## src/rtl/barrel_align_pkg.sv

```systemverilog
// Shared types and default constants for the barrel aligner.
// The FSM state type and the default training/lock parameters live here.
package barrel_align_pkg;

  typedef enum logic [1:0] {
    StSearch,
    StCheck,
    StLocked
  } align_state_e;

  localparam logic [7:0]  DefSyncPat = 8'hBC;
  localparam int unsigned DefLockCnt = 3;
  localparam int unsigned DefLossCnt = 2;

endpackage

```

## src/rtl/barrel_rot.sv

```systemverilog
// Combinational right-rotate of a word by a variable amount.
// Feeds both the training compare and the output register in the aligner.
module barrel_rot #(
  parameter  int unsigned WIDTH = 8,
  localparam int unsigned RotW  = $clog2(WIDTH)
) (
  input  logic [WIDTH-1:0] in_i,
  input  logic [RotW-1:0]  amt_i,
  output logic [WIDTH-1:0] out_o
);

  always_comb begin
    out_o = '0;
    for (int i = 0; i < int'(WIDTH); i++) begin
      out_o[i] = in_i[(i + int'(amt_i)) % int'(WIDTH)];
    end
  end

endmodule

```

## src/rtl/barrel_aligner.sv

```systemverilog
// Word aligner: hunts for the rotation that maps training words onto SYNC_PAT.
// Optional relock statistics counter is built when ALIGN_STATS_EN is defined.
module barrel_aligner
  import barrel_align_pkg::*;
#(
  parameter  int unsigned      WIDTH    = 8,
  parameter  logic [WIDTH-1:0] SYNC_PAT = WIDTH'(DefSyncPat),
  parameter  int unsigned      LOCK_CNT = DefLockCnt,
  parameter  int unsigned      LOSS_CNT = DefLossCnt,
  localparam int unsigned      RotW     = $clog2(WIDTH)
) (
  input  logic             clk,
  input  logic             rst_n,
  input  logic             din_valid,
  input  logic [WIDTH-1:0] din,
  input  logic             train,
  output logic             dout_valid,
  output logic [WIDTH-1:0] dout,
  output logic [RotW-1:0]  rot,
  output logic             locked
`ifdef ALIGN_STATS_EN
  ,
  output logic [15:0]      relock_cnt
`endif
);

  localparam int unsigned MatchW = $clog2(LOCK_CNT + 1);
  localparam int unsigned MissW  = $clog2(LOSS_CNT + 1);

  align_state_e      state_q, state_d;
  logic [RotW-1:0]   rot_q, rot_d;
  logic [MatchW-1:0] match_q, match_d;
  logic [MissW-1:0]  miss_q, miss_d;
  logic [WIDTH-1:0]  dout_q, dout_d;
  logic              dout_valid_q;
  logic [WIDTH-1:0]  aligned;
  logic              hit;
  logic              train_ev;

  barrel_rot #(
    .WIDTH (WIDTH)
  ) u_rot (
    .in_i  (din),
    .amt_i (rot_q),
    .out_o (aligned)
  );

  assign hit      = (aligned == SYNC_PAT);
  assign train_ev = din_valid & train;
  assign dout_d   = din_valid ? aligned : dout_q;

  always_comb begin
    state_d = state_q;
    rot_d   = rot_q;
    match_d = match_q;
    miss_d  = miss_q;
    if (train_ev) begin
      unique case (state_q)
        StSearch: begin
          if (hit) begin
            match_d = MatchW'(1);
            state_d = (LOCK_CNT == 1) ? StLocked : StCheck;
          end else begin
            rot_d = rot_q + RotW'(1);
          end
        end
        StCheck: begin
          if (hit) begin
            match_d = match_q + MatchW'(1);
            if (match_d == MatchW'(LOCK_CNT)) begin
              state_d = StLocked;
            end
          end else begin
            state_d = StSearch;
            rot_d   = rot_q + RotW'(1);
            match_d = '0;
          end
        end
        StLocked: begin
          if (hit) begin
            miss_d = '0;
          end else if (miss_q + MissW'(1) == MissW'(LOSS_CNT)) begin
            state_d = StSearch;
            rot_d   = rot_q + RotW'(1);
            match_d = '0;
            miss_d  = '0;
          end else begin
            miss_d = miss_q + MissW'(1);
          end
        end
        default: begin
          state_d = StSearch;
        end
      endcase
    end
  end

  always_ff @(posedge clk or negedge rst_n) begin
    if (!rst_n) begin
      state_q      <= StSearch;
      rot_q        <= '0;
      match_q      <= '0;
      miss_q       <= '0;
      dout_q       <= '0;
      dout_valid_q <= 1'b0;
    end else begin
      state_q      <= state_d;
      rot_q        <= rot_d;
      match_q      <= match_d;
      miss_q       <= miss_d;
      dout_q       <= dout_d;
      dout_valid_q <= din_valid;
    end
  end

  assign dout       = dout_q;
  assign dout_valid = dout_valid_q;
  assign rot        = rot_q;
  assign locked     = (state_q == StLocked);

`ifdef ALIGN_STATS_EN
  logic [15:0] relock_q, relock_d;
  logic        leave_lock;

  assign leave_lock = (state_q == StLocked) && (state_d == StSearch);
  assign relock_d   = (leave_lock && relock_q != 16'hFFFF) ? relock_q + 16'd1 : relock_q;

  always_ff @(posedge clk or negedge rst_n) begin
    if (!rst_n) begin
      relock_q <= '0;
    end else begin
      relock_q <= relock_d;
    end
  end

  assign relock_cnt = relock_q;
`endif

endmodule

```

## config.mk

```make
export PLATFORM = sky130hd
export DESIGN_NAME = barrel_aligner
export DESIGN_NICKNAME = d
export VERILOG_FILES = /design/src/rtl/barrel_align_pkg.sv /design/src/rtl/barrel_rot.sv /design/src/rtl/barrel_aligner.sv
export SDC_FILE = /design/constraint.sdc
export NUM_CORES = 1
export LEC_CHECK = 0
export CAP_MARGIN = 40
export CORE_MARGIN = 10
export CORE_UTILIZATION = 57
export DETAILED_ROUTE_END_ITERATION = 8
export PLACE_DENSITY = 0.91
export SYNTH_ARGS = -nofsm -noshare
export SYNTH_HDL_FRONTEND = slang
export SYNTH_SLANG_ARGS = --single-unit
```

## constraint.sdc

```tcl
create_clock -name clk -period 6.92 [get_ports clk]
set_input_delay 1.384 -clock clk [delete_from_list [all_inputs] [get_ports clk]]
set_output_delay 1.384 -clock clk [all_outputs]
set_load 0.05 [all_outputs]
```

**Word-level counts from Yosys, hierarchy flattened**

Cells that the tools add are included.

- Flip-flop bits (word level): 18
- Bits in latches: 0
- Memory bits (writable): 0
- Bits in read-only memories: 0
- Logic and storage cells: 94
- Memories kept: 0

- $add $sub $neg: 10
- Multipliers: 0
- Divide/modulo/power cells: 0
- Magnitude comparators: 8
- Equality and inequality tests: 10
- Shift operators: 0
- Muxes and demuxes: 37
- Bitwise operators: 8
- Reduce and logical (&&, ||, !) cells: 15

Operators with widths:

| cell | count |
|---|---|
| less-than comparator 4 x 5 -> 1 bit (second input constant) | 7 |
| binary-select mux 1 bit (select 3 bit) | 8 |
| OR reduction 3 bit | 7 |
| two-way mux 2 bit | 8 |
| two-way mux 1 bit | 15 |
| AND reduction 5 bit | 3 |
| adder 3 bit (first input constant) | 4 |
| case mux 2 bit (3 select lines) | 2 |
| two-way mux 3 bit | 3 |
| equality test 8 bit (second input constant) | 1 |
| bitwise AND 1 bit (first input constant) | 7 |
| adder 2 x 3 -> 3 bit (first input constant) | 2 |
| equality test 2 bit (second input constant) | 3 |
| inequality test 2 bit (second input constant) | 3 |
| case mux 3 bit (2 select lines) | 1 |
| adder 2 x 1 -> 2 bit (second input constant) | 2 |
| less-than comparator 3 x 4 -> 1 bit (second input constant) | 1 |
| adder 1 x 3 -> 3 bit (first input constant) | 1 |
| adder 3 x 1 -> 3 bit (second input constant) | 1 |
| inequality test 3 bit (second input constant) | 1 |
| nonzero test 3 bit | 1 |
| equality test 2 x 1 -> 1 bit (second input constant) | 1 |
| zero test 2 bit | 1 |
| inequality test 2 x 1 -> 1 bit (second input constant) | 1 |
| 4 further kinds | 4 |

**Longest topological paths before layout**

Gate-level depths: netlist of run 1.

- Depth in word-level cells: 9
- Mapped depth: 11
- Gate-level depth less buffers: 8

**Hierarchy**

From an unflattened synthesis of run 1, not the netlist that was laid out.

- Cell total of the unflattened synthesis: 127
- Area total of the unflattened synthesis: 1,437.6 sq um

Modules (own cells, without submodules):

| module | instances | cells each | area each (sq um) | sequential area each (sq um) |
|---|---|---|---|---|
| barrel_aligner | 1 | 74 | 907.1 | 450.4 |
| barrel_rot | 1 | 53 | 530.5 | 0.0 |

**Least setup slack after synthesis of run 1**

OpenSTA, ideal clock, no wires.

- Path type: input -> register
- From: input din[4]
- To: register rot_q[1], in the netlist rot[1]
- Arrival time: 3,122 ps
- Path slack: 3,673 ps
- Stages: 5
- Buffers on the path: 0
- Cell sequence: mux4_1 > mux2_2 > a211o_1 > o41ai_4 > mux2_4

- Cells in the longest elaborated chain, start to end: 6
- Elaborated cells on any way between the ends: 27

Ends and longest elaborated chain:

| element | RTL line | source |
|---|---|---|
| from (decl) | barrel_aligner.sv:15 | `input logic [WIDTH-1:0] din,` |
| binary-select mux 1 bit (select 3 bit) | barrel_rot.sv:15 | `out_o[i] = in_i[(i + int'(amt_i)) % int'(WIDTH)];` |
| two-way mux 1 bit (not written as such) (2 in a row) | barrel_rot.sv:15 |  |
| equality test 8 bit (*) | barrel_aligner.sv:48 | `assign hit = (aligned == SYNC_PAT);` |
| inequality test 2 bit (no line) | -- |  |
| AND reduction 5 bit (no line) (*) | -- |  |
| to (signal assigned) | barrel_aligner.sv:108 | `rot_q <= rot_d;` |
| to (decl) | barrel_aligner.sv:31 | `logic [RotW-1:0] rot_q, rot_d;` |

Mark *: on every way between the ends. The rest lies on a longest branch, timed or not. The select of a mux whose other input is x is not followed.
A chain may end at the register's enable or synchronous reset.

**Final worst setup path of run 1**

- From: input din[3]
- To: register miss_q[0]

- Cells in the longest elaborated chain, start to end: 5
- Elaborated cells on any way between the ends: 25

Ends and longest elaborated chain:

| element | RTL line | source |
|---|---|---|
| binary-select mux 1 bit (select 3 bit) | barrel_rot.sv:15 |  |
| two-way mux 1 bit (not written as such) (2 in a row) | barrel_rot.sv:15 |  |
| equality test 8 bit (*) | barrel_aligner.sv:48 |  |
| two-way mux 2 bit (*) | barrel_aligner.sv:80 | `if (hit) begin` |
| to (signal assigned) | barrel_aligner.sv:110 | `miss_q <= miss_d;` |
| to (decl) | barrel_aligner.sv:33 | `logic [MissW-1:0] miss_q, miss_d;` |

Marked as above.

==> results of run 1 <==
## per-stage QoR
stage                     setup slack (ps)  instance area (µm²)  total power, µW  utilization [%]  hold slack [ps]
final                                 3030                 1788            790.0            70.88            504.3
after global placement                2989                 1752            697.8            69.44            467.3
after detailed placement              2778                 1752            722.3            69.44            477.1
after floorplan                       3673                 1526            595.3                -            448.6
after global routing                  2966                 1788            832.8            70.88            523.9
after CTS                             3106                 1788            790.3            70.88            506.1
## worst max-delay path: stages
cell             delay, ps
clkdlybuf4s50_1        540
mux4_1                 660
mux2i_1                270
o211ai_1               180
a2111oi_4              640
nor2_1                 120
mux2_2                 290
## registers in the layout (all words and copies together) (netlist names)
register,flops
dout,8
rot,3
match_q,2
miss_q,2
state_q,2
dout_valid,1
## area by class of cell
class | instances | area [µm²] | area share, %
well taps | 30 | 37.54 | 2.099
multi-input cells | 117 | 989.7 | 55.35
clock buffers | 4 | 36.28 | 2.029
inverters | 9 | 33.78 | 1.889
flip-flops and latches | 18 | 450.4 | 25.19
repair buffers | 24 | 240.2 | 13.44
## layer usage
layer	part of all wire [%]	wire (µm)	vias to the layer above
met3	6.2	221	5
li1	-	-	609
met4	1.4	51	0
met1	43	1531	597
met2	49	1737	44
met5	0	0	-
## cell families after synthesis
kind of cell | count (synthesis) | share of synthesized area (%)
xor gates and xnor gates | 4 | 2.296
buffers and inverters | 19 | 5.656
adders and majority gates | 6 | 4.918
DFF | 18 | 29.51
AOI/OAI and AO/OA | 34 | 17.38
muxes | 25 | 24.18
and+or+nand+nor | 48 | 16.07
## cells in the final DEF, fill, tap and decap left out, drive strengths merged, types with 3 or more instances in the layout
master         count
and2               4
mux4               7
clkbuf             4
xnor2              3
nor2b              4
nand2              7
mux2               4
clkdlybuf4s50     24
dfrtp             18
a21oi              8
a211oi             4
o21ai              7
inv                9
nand2b             7
nor2              12
nand3              8
mux2i             14
ha                 6
## power groups by stage
| stage | Clock (µW) | Combinational, µW | Sequential [µW] |
|---|---|---|---|
| after floorplan | 0 | 323 | 272 |
| after global placement | 0 | 496 | 201 |
| after detailed placement | 0 | 518 | 204 |
| after CTS | 67.5 | 521 | 202 |
| after global routing | 70.1 | 551 | 212 |
| final | 67.9 | 519 | 203 |
## how the worst max path moves through the flow
stage          startpoint         to  slack, ps  cells past startpoint
2_1_floorplan      din[4]     rot[1]       3670                      5
3_3_place_gp       din[3]  miss_q[0]       2990                      7
3_5_place_dp       din[3]  miss_q[0]       2780                      7
4_1_cts            din[3]  miss_q[0]       3110                      7
5_1_grt            din[3]  miss_q[0]       2970                      7
6_report           din[3]  miss_q[0]       3030                      7
==> run metrics, run 1 <==
outcome=completed; worst reg2reg startpoint=rot[0]; post-synth cell types=43; PortBufs=24; hold_buf cts=0; Crit Path Class=primary input to register; Clock power frac=8.6%; fmax=257.0 MHz; Rows=18; endpoints failing hold=0; Post-Place Cells=198; Setup-failing EPs final=0; WL/cell=17.52 µm; min-delay src=miss_q[1]; Cell Area, Synth=1526 µm²; yosys synthesis warning count=0; Sw Ratio=50.47%; Post-synth EDFFs=0; Clock transition at path regs=110 ps; TritonCTS clock tree=yes; CTS resizes=0; Vias/cell=6.213; initial antenna violation count=0; final period utilization=56.22%; Peak supply drop=393.3 µV; max cap viols=0; Final Wtd Congestion=0.9246; sequential share of the synthesized area=29.51%; Seq cells post-synth=18; Layout Skew=6.144 ps; Die Wd=71.75 µm; met1 Use GR=15.84%; Synth top area share=29.51%; crit path DAT=4090 ps; setup repair bufs after CTS=0; DP Wirelength=2720 µm; DRC=0; Syn Inst Count=154; CTS buffer count=3; Worst R2R Setup Slack=3480 ps; critical path launch point type=primary input; layer with the highest usage=met2; most common cell in the netlist=dfrtp_1; worst-case reg-to-reg path depth=8; grt met3 use=2.479%; syn_nets=172; RSZ-0062 raised after global routing=false; met2 usage=24.61%; sequential power share=25.7%; routed vias=1255; Psw=398.8 µW; Synth Area per Inst=9.912 µm²; worst-path maximum fanout=12; Die Ht=71.75 µm; Final Max Slew Viols=0; Slew headroom=45.33%; hold depth=1; total track usage=13.70%; filler cell count=193; Initial Util=60.52%; H-tree depth=1; ranking of synthesized cells by area=dfrtp_1 (30%), mux4_1 (10%), mux2i_1 (9.2%); pin count of the biggest net entering global routing=20; P&R area growth vs syn=17.13%; LEAKAGE=0.0007452 µW; synth cell count leaders=dfrtp_1 (18), mux2i_1 (14), nor2_1 (12); WP data required=7120 ps; pwr dens=441.9 nW/µm²; Post-Route WL=3540 µm; Crit. End Element=register; combinational share of power=65.7%; worst hold endpoint=miss_q[1]; Die Area=5148 µm²; first-pass GRT wire length=5940 µm; reg-to-reg endpoint=miss_q[0]; antenna-violating nets left=0; nets=191; Clock Sinks=18; DRT iter0 DRCs=109; CTS Root Cell=clkbuf_4; antenna cell count=0; cell taking the most area after synthesis=dfrtp_1; Least-Margin Pin Slew=817.5 ps; share of layout cells above drive strength 1=5.814%; I/O pin count=25; Detailed Routing Iterations Pass 1=4; remaining global-route overflow=0; Worst Hold Class=register to register; Layout Cells excl Fill=202; Synth Flop Type=dfrtp_1; clk buf depth=2; setup tns final=0 ps; Core ar.=2522 µm²; FFs w/ async S/R, synth=100.0%; Cell Int Power=391.3 µW; vias in the first global route=1265; min Tclk post-route=3890 ps; worst skew pair latency=300 ps
Note: power is estimated with default switching activity, not from simulation.
==> run 2, diff against run 1 <==
Settings changed: CORE_UTILIZATION 57 to 53, PLACE_DENSITY 0.91 to 0.86.
Clock period 6.92 ns to 3.9 ns, I/O delays scaled along.
==> run metrics, run 2 (same netlist as run 1, synthesis figures left out) <==
final period utilization=80.63%; Pwr Total=1407 µW (+78%); Die Ht=73.67 µm (+2.7%); Peak supply drop=773.5 µV (+97%); Clock transition at path regs=110 ps (about the same); Die Area=5427 µm² (+5.4%); crit path DAT=3350 ps (-740 ps); pwr dens=776.8 nW/µm² (+76%); I/O pin count=25 (unchanged); min Tclk post-route=3145 ps; P&R area growth vs syn=18.69%; antenna-violating nets left=0 (unchanged); Initial Util=55.35% (-5.2 points); DRT iter0 DRCs=58 (-47%); endpoints failing hold=0 (unchanged); first-pass GRT wire length=5961 µm (+0.35%); Detailed Routing Iterations Pass 1=4 (unchanged); design area=1812 µm² (+1.3%); CTS buffer count=3 (unchanged); most common cell after layout, fill and taps aside=clkdlybuf4s50_1; Final Max Slew Viols=0 (unchanged); PortBufs=24 (unchanged); CTS resizes=0 (unchanged); CTS Root Cell=clkbuf_4; worst skew pair latency=310 ps (about the same); filler cell count=217 (+12%); H-tree depth=1 (unchanged); routed vias=1293 (+3.0%); pin count of the biggest net entering global routing=20 (unchanged); final worst setup slack=755.3 ps (-2274 ps); Vias/cell=6.277 (+1.0%); DP Worst Slack=449.1 ps (-2328 ps); Setup-failing EPs final=0 (unchanged); WL/cell=17.29 µm (-1.3%); hold_buf cts=0 (unchanged); nets=194 (+1.6%); Post-Route WL=3562 µm (+0.62%); antenna cell count=0 (unchanged); Crit Path Class=primary input to register; DP Wirelength=2797 µm (+2.8%); Slew headroom=45.71% (+0.38 points); Layout Skew=1.442 ps (-4.701 ps); RSZ-0062 raised after global routing=false; Clock Sinks=18 (unchanged); remaining global-route overflow=0 (unchanged); Rows=19 (+1); total track usage=13.78% (+0.072 points); Final Wtd Congestion=0.9550 (+3.3%); WP data required=4100 ps (-3020 ps); Die Wd=73.67 µm (+2.7%); worst-path maximum fanout=12 (unchanged); Core ar.=2758 µm² (+9.3%); Core Util, Final=65.70% (-5.2 points); max cap viols=0 (unchanged); LEAKAGE=0.0007597 µW (+1.9%); placed instance area=1775 µm² (+1.4%); share of layout cells above drive strength 1=7.429% (+1.6 points); worst reg2reg startpoint=rot[0]; outcome=completed; setup repair bufs after CTS=0 (unchanged); initial antenna violation count=0 (unchanged); TritonCTS clock tree=yes; Crit. End Element=register; Worst Hold Class=register to register; min-delay src=miss_q[1]; commonest cells after routing, fill and taps aside=clkdlybuf4s50_1 (24), dfrtp_1 (18), mux2i_1 (14), nor2_1 (12), inv_1 (9); Largest register FFs=8 (unchanged); clk buf depth=2 (unchanged); critical path launch point type=primary input; DRC=0 (unchanged); setup tns final=0 ps (unchanged); Least-Margin Pin Slew=811.8 ps (-5.634 ps); fmax=318.0 MHz; first element of the critical path=din[0]; vias in the first global route=1278 (+1.0%)
-- run 2: worst paths after layout --
check / end / slack (ps) / cells past startpoint
worst max-delay path: miss_q[0] / 760 / 7
min in group asynchronous: dout[7] / 930 / 1
max in group asynchronous: match_q[1] / 2470 / 1
worst min register to register: miss_q[1] / 490 / 1
worst min-delay path: miss_q[1] / 490 / 1
worst max register to register: miss_q[0] / 1030 / 8
-- run 2: cell type report --
cell class	count	area, µm²	share of cell area, %
inverters	9	33.78	1.865
clock buffers	4	36.28	2.003
flip-flops and latches	18	450.4	24.86
multi-input cells	117	989.7	54.63
repair buffers	27	262.8	14.50
well taps	31	38.79	2.141
-- run 2: worst max-delay path, cell delays in order --
cell,delay (ps)
clkdlybuf4s50_1,520
mux4_1,630
mux2i_1,210
o211ai_1,160
a2111oi_4,640
nor2_1,120
mux2_2,290
-- run 2: layer usage --
layer  share of wire (%)  global-route usage (%)  wire (µm)  vias to the layer above
met5                   0                       0          0                        -
met4                 2.4                   5.590         85                        0
met1                  40                   14.57       1412                      623
met3                 7.7                   4.845        274                       10
met2                  50                   24.15       1789                       40
li1                    -                       -          -                      620
-- run 2: metrics by stage --
stage	std cells	hold slack, ps
3_5_place_dp	202	472.8
4_1_cts	206	498.5
3_3_place_gp	202	465.2
6_report	206	493.4
5_1_grt	206	534.5
2_1_floorplan	154	448.6
-- run 2: where the power goes --
part	internal [µW]	switching [µW]	total (µW)
registers	247	53.8	300
clock network	57.1	65.1	122
logic	405	579	985
total	709	698	1410
